$ cat src/rtl/vector_divider_pkg.sv
// Shared types and default widths for the in-place vector divider.
package vector_divider_pkg;

  localparam int unsigned RamSizeDefault = 10;
  localparam int unsigned NDefault       = 5;
  localparam int unsigned NbitsDefault   = 32;

  // Controller states; DIV is the only multi-cycle state.
  typedef enum logic [3:0] {
    StIdle,
    StCheck,
    StRdA,
    StRdB,
    StLdB,
    StDiv,
    StWrQ,
    StWrR,
    StDone
  } state_e;

endpackage

$ cat src/rtl/vector_divider_seq_divider.sv
// Serial unsigned restoring divider, one quotient bit per cycle.
// The first iteration is folded into the start cycle so the result is final
// after NBITS clock edges counted from the start edge; done then stays high
// until the next start. Divide by zero yields all-ones quotient, remainder = A.
module seq_divider #(
  parameter int unsigned N     = 5,
  parameter int unsigned NBITS = 32
) (
  input  logic             clock,
  input  logic             reset,
  input  logic             start,
  input  logic [NBITS-1:0] dividend,
  input  logic [NBITS-1:0] divisor,
  output logic             done,
  output logic [NBITS-1:0] quotient,
  output logic [NBITS-1:0] remainder
);

  localparam logic [N-1:0] CntOne = 1;

  logic [NBITS-1:0] rem_q, quo_q, div_q;
  logic [N-1:0]     cnt_q;
  logic             running_q, done_q;

  logic [NBITS-1:0] rem_src, quo_src, div_src;
  logic [NBITS:0]   shifted;
  logic             fits;
  logic [NBITS-1:0] rem_step, quo_step;

  // One restoring step; on start it operates directly on the new operands.
  always_comb begin
    rem_src  = start ? '0 : rem_q;
    quo_src  = start ? dividend : quo_q;
    div_src  = start ? divisor : div_q;
    shifted  = {rem_src, quo_src[NBITS-1]};
    fits     = (shifted >= {1'b0, div_src});
    // When fits, the true difference is below div_src, so NBITS bits suffice.
    rem_step = fits ? (shifted[NBITS-1:0] - div_src) : shifted[NBITS-1:0];
    quo_step = {quo_src[NBITS-2:0], fits};
  end

  // Iteration state and completion flag.
  always_ff @(posedge clock) begin
    if (reset) begin
      rem_q     <= '0;
      quo_q     <= '0;
      div_q     <= '0;
      cnt_q     <= '0;
      running_q <= 1'b0;
      done_q    <= 1'b0;
    end else if (start) begin
      rem_q     <= rem_step;
      quo_q     <= quo_step;
      div_q     <= divisor;
      cnt_q     <= CntOne;
      running_q <= 1'b1;
      done_q    <= 1'b0;
    end else if (running_q) begin
      rem_q <= rem_step;
      quo_q <= quo_step;
      cnt_q <= cnt_q + CntOne;
      // cnt_q counts completed iterations; all-ones means the last one now.
      if (cnt_q == '1) begin
        running_q <= 1'b0;
        done_q    <= 1'b1;
      end
    end
  end

  assign done      = done_q;
  assign quotient  = quo_q;
  assign remainder = rem_q;

endmodule

$ cat src/rtl/vector_divider.sv
// Sequential in-place vector divider: for k < Ndata, reads the pair at
// (2k, 2k+1) through RAM port 2 and writes back quotient and remainder.
module vector_divider
  import vector_divider_pkg::*;
#(
  parameter int unsigned RAM_SIZE = RamSizeDefault,
  parameter int unsigned N        = NDefault,
  parameter int unsigned NBITS    = NbitsDefault
) (
  input  logic                clock,
  input  logic                reset,
  output logic [RAM_SIZE-1:0] Addr,
  output logic [NBITS-1:0]    Wdata,
  input  logic [NBITS-1:0]    Rdata,
  input  logic [RAM_SIZE-1:0] Ndata,
  output logic                Wenable,
  input  logic                startvd,
  output logic                busyvd
);

  localparam logic [RAM_SIZE-1:0] KOne = 1;

  state_e              state_q;
  logic [RAM_SIZE-1:0] k_q, ndata_q;
  logic [NBITS-1:0]    dividend_q;

  logic                div_start, div_done;
  logic [NBITS-1:0]    quotient, remainder;
  logic [RAM_SIZE-1:0] addr_even, addr_odd;

  // Pair addresses wrap modulo 2^RAM_SIZE by dropping the top bit of k.
  assign addr_even = {k_q[RAM_SIZE-2:0], 1'b0};
  assign addr_odd  = {k_q[RAM_SIZE-2:0], 1'b1};

  // Divisor is taken straight from Rdata in LD_B, when it holds M[2k+1].
  assign div_start = (state_q == StLdB);

  seq_divider #(
    .N     (N),
    .NBITS (NBITS)
  ) u_seq_divider (
    .clock     (clock),
    .reset     (reset),
    .start     (div_start),
    .dividend  (dividend_q),
    .divisor   (Rdata),
    .done      (div_done),
    .quotient  (quotient),
    .remainder (remainder)
  );

  // Controller FSM; RAM-facing outputs are registered and set on entry to
  // the state that owns them.
  always_ff @(posedge clock) begin
    if (reset) begin
      state_q    <= StIdle;
      busyvd     <= 1'b0;
      Wenable    <= 1'b0;
      Addr       <= '0;
      Wdata      <= '0;
      k_q        <= '0;
      ndata_q    <= '0;
      dividend_q <= '0;
    end else begin
      Wenable <= 1'b0;
      case (state_q)
        StIdle: begin
          if (startvd) begin
            ndata_q <= Ndata;
            k_q     <= '0;
            busyvd  <= 1'b1;
            state_q <= StCheck;
          end
        end
        StCheck: begin
          if (k_q == ndata_q) begin
            state_q <= StDone;
          end else begin
            Addr    <= addr_even;
            state_q <= StRdA;
          end
        end
        StRdA: begin
          Addr    <= addr_odd;
          state_q <= StRdB;
        end
        StRdB: begin
          dividend_q <= Rdata;
          state_q    <= StLdB;
        end
        StLdB: state_q <= StDiv;
        StDiv: begin
          if (div_done) begin
            Addr    <= addr_even;
            Wdata   <= quotient;
            Wenable <= 1'b1;
            state_q <= StWrQ;
          end
        end
        StWrQ: begin
          Addr    <= addr_odd;
          Wdata   <= remainder;
          Wenable <= 1'b1;
          state_q <= StWrR;
        end
        StWrR: begin
          k_q     <= k_q + KOne;
          state_q <= StCheck;
        end
        StDone: begin
          busyvd  <= 1'b0;
          state_q <= StIdle;
        end
        default: state_q <= StIdle;
      endcase
    end
  end

endmodule

$ cat config.mk
export PLATFORM = sky130hd
export DESIGN_NAME = vector_divider
export DESIGN_NICKNAME = d
export VERILOG_FILES = /design/src/rtl/vector_divider_pkg.sv /design/src/rtl/vector_divider_seq_divider.sv /design/src/rtl/vector_divider.sv
export SDC_FILE = /design/constraint.sdc
export NUM_CORES = 1
export LEC_CHECK = 0
export ABC_AREA = 1
export BUFFER_PORTS_ARGS = -buffer_cell sky130_fd_sc_hd__buf_2
export CORE_ASPECT_RATIO = 1.2
export CORE_MARGIN = 2
export CORE_UTILIZATION = 45
export CTS_CLUSTER_DIAMETER = 30
export DETAILED_ROUTE_END_ITERATION = 6
export PLACE_DENSITY_LB_ADDON = 0.15
export SLEW_MARGIN = 20
export SYNTH_ARGS = -nofsm -noshare
export SYNTH_HDL_FRONTEND = slang
export SYNTH_HIERARCHICAL = 1
export SYNTH_SLANG_ARGS = --single-unit
$ cat constraint.sdc
create_clock -name clock -period 3.65 [get_ports clock]
set_clock_uncertainty 0.05 [all_clocks]
set_input_delay 0.5475 -clock clock [delete_from_list [all_inputs] [get_ports clock]]
set_output_delay 0.5475 -clock clock [all_outputs]
set_load 0.01 [all_outputs]
==> flow_metrics.env <==
export IMPL_synth_area_leaders="dfxtp_1, nand2_1, inv_1"
export IMPL_worst_slack_ns=0.258
export IMPL_synth_seq_area_share_pct=36.1
export IMPL_outcome="finished clean"
export IMPL_ys_flop_type="dfxtp_1"
export IMPL_firstDrtPassIters=5
export IMPL_end_kind="register"
export IMPL_synth_area_leader_cell="dfxtp_1"
export IMPL_grt_pass1_wl_microns=54800
export IMPL_coreArea_sq_um=24700
export IMPL_cp_max_fo=13
export IMPL_report_power_total_mw=11.9
export IMPL_grt_pass1_vias=10500
export IMPL_fin_crit_ns=3.39
export IMPL_drt_first_iter_violations=736
export IMPL_path_class="reg2reg"
export IMPL_start_util_pct=45.6
export IMPL_fp_dieW_microns=148
export IMPL_nNetsFinal=1869
export IMPL_cts_sinks=203
export IMPL_final_common_cell="nand2_1"
export IMPL_pin_count=89
export IMPL_max_cap_violations=0
export IMPL_num_rows=63
export IMPL_synth_cell_types=45
export IMPL_wire_per_inst_microns=16.1
export IMPL_yosysWarnings=6
export IMPL_finalWeightedCongestion=0.955
export IMPL_ys_seq_elements=203
export IMPL_synth_avg_cell_area_sq_um=6.59
export IMPL_hpwlAfterDp_microns=25400
export IMPL_drcViolationCount=0
export IMPL_holdCritPathClass="in2reg"
export IMPL_dieArea_sq_um=26300
export IMPL_grt_max_degree=65
export IMPL_setup_tns_ns=0
export IMPL_antenna_diode_count=0
export IMPL_slew_viol_final=0
export IMPL_p_per_area_nw_per_um2=884
export IMPL_synth_top_area_share_pct=36.1
export IMPL_vias_per_cell=5.15
export IMPL_pre_cts_ws_ns=0.185
export IMPL_vias=11000
export IMPL_cts_root_buf="clkbuf_16"
export IMPL_synth_cell_area_sq_um=11200
export IMPL_synthesis_nets=1787
export IMPL_peakVddDrop_mv=0.719
export IMPL_rsz0062_at_grt="no"
export IMPL_grt_ovfl_total=0
export IMPL_drive_gt1_share_pct=14.0
export IMPL_die_h_microns=177
export IMPL_slew_headroom_pct=31.8
export IMPL_required_ns=3.98
export IMPL_totalWireLength_microns=34500
export IMPL_leakagePower_nw=6.56
export IMPL_postLayoutCoreUtil_pct=54.6
export IMPL_cp_start_kind="register"
export IMPL_antenna_found_initial=0
export IMPL_cts_hold_buf=0
export IMPL_ys_async_sr_fraction_pct=0
export IMPL_antenna_left=0
export IMPL_cp_arrival_ns=3.72
export IMPL_htreeDepth=2
export IMPL_syn_to_final_growth_pct=19.7
export IMPL_tightest_slew_ns=1.02
export IMPL_synthCells=1706
export IMPL_period_share_pct=92.9
export IMPL_cts_buffer_depth=3
export IMPL_final_hold_viol_count=0
export IMPL_numCtsBuffers=38
export IMPL_grt_usage_pct=25.9
export IMPL_io_buffers=88
export IMPL_layout_common_cells="nand2_1, inv_1, dfxtp_1, nor2_1, nand3_1"
export IMPL_insertion_delay_ns=0.50
export IMPL_cts_tree="built"
export IMPL_max_freq_mhz=295
export IMPL_clkTransAtPathRegs_ns=0.05
export IMPL_synth_edf_count=0
export IMPL_final_setup_viol_count=0
==> critical path: stages (launching register included) <==
cell and delay [ns]:
dfxtp_1 0.31, inv_2 0.08, nand2_2 0.12, nor3_4 0.26, buf_12 0.21, inv_1 0.16
or2_2 0.30, o21ai_0 0.13, ha_1 0.26, fa_1 0.22, inv_1 0.06, nand3_1 0.06
nand3_1 0.12, a21oi_1 0.38, inv_1 0.09, nand2_1 0.12, nand4_1 0.10, nand3_1 0.11
nand2_1 0.05, nand2_1 0.05, inv_1 0.04
==> timing repair <==
item	4_1_cts	5_1_grt
setup endpoints to repair	0	28
gates resized for setup	0	31
setup buffers	0	5
endpoints found under the hold margin	0	0
==> metrics by stage <==
stage / hold slack (ns) / std cells / area, sq um
after detailed placement: 0.412 / 2065 / 11900
final: 0.256 / 2138 / 13500
after CTS: 0.242 / 2130 / 13200
after global placement: 0.406 / 2065 / 11900
after floorplan: 0.392 / 1706 / 11200
after global routing: 0.266 / 2138 / 13500
==> worst paths after layout <==
kind	from	cells past startpoint	end	slack, ns
max	state_q[3]$_SDFFE_PP0P_	20	u_seq_divider/remainder[24]$_SDFFE_PP0P_	0.26
min	Rdata[25]	3	dividend_q[25]$_SDFFE_PP0N_	0.26
max reg2reg	state_q[3]$_SDFFE_PP0P_	20	u_seq_divider/remainder[24]$_SDFFE_PP0P_	0.26
min reg2reg	u_seq_divider/quotient[22]$_SDFFE_PP0P_	2	Wdata[22]$_SDFFE_PP0P_	0.41
==> cells in the mapped netlist, types with 8 or more instances <==
cell and n:
nand2_1 447, inv_1 248, dfxtp_1 203, nor2_1 188
nand3_1 106, a21oi_1 91, o21ai_0 90, clkbuf_1 43
ha_1 35, a31oi_1 34, mux2i_1 30, o21ai_1 30
o221ai_1 17, xor2_1 17, nand2_2 14, buf_1 13
buf_2 12, nand4_1 12, inv_2 8
==> registers in the layout, indices dropped and copies added (netlist names) <==
register,count
k_q,10
u_seq_divider/cnt_q,5
busyvd,1
dividend_q,32
u_seq_divider/remainder,32
Wdata,32
ndata_q,10
u_seq_divider/running_q,1
u_seq_divider/div_q,32
state_q,4
Wenable,1
Addr,10
u_seq_divider/done,1
u_seq_divider/quotient,32
==> cell families (layout without fill, tap and decap cells) <==
group / after synthesis / after routing / share of synthesized area [%]
DFF: 203 / 203 / 36.1
xor gates and xnor gates: 23 / 23 / 1.79
muxes: 30 / 30 / 2.67
buffers and inverters: 336 / 442 / 11.9
and+or+nand+nor: 803 / 804 / 29.9
AOI/OAI and AO/OA: 275 / 275 / 13.5
adders and majority gates: 36 / 36 / 4.07
==> routing by layer <==
| metal | vias to the layer above | wire, microns | GRT usage [%] | share of wire (%) |
|---|---|---|---|---|
| li1 | 5587 | - | - | - |
| met1 | 4961 | 15800 | 35.1 | 46 |
| met2 | 391 | 15600 | 42.6 | 45 |
| met3 | 73 | 2010 | 3.14 | 5.8 |
| met4 | 0 | 1060 | 9.40 | 3.1 |
| met5 | - | 0 | 0 | 0 |
==> final cells by class <==
| type | instances | area [sq um] |
|---|---|---|
| Fill cell | 2411 | 11200 |
| Multi-Input combinational cell | 1168 | 5990 |
| Sequential cell | 203 | 4070 |
| Clock buffer | 45 | 1010 |
| Inverter | 258 | 975 |
| Timing Repair Buffer | 119 | 744 |
| Tap cell | 325 | 407 |
| Clock inverter | 20 | 273 |
==> power breakdown <==
group | switching, mW | internal (mW)
Sequential | 0.128 | 2.40
Combinational | 3.98 | 1.87
Clock | 1.14 | 2.38
(Power assumes the default switching activity.)
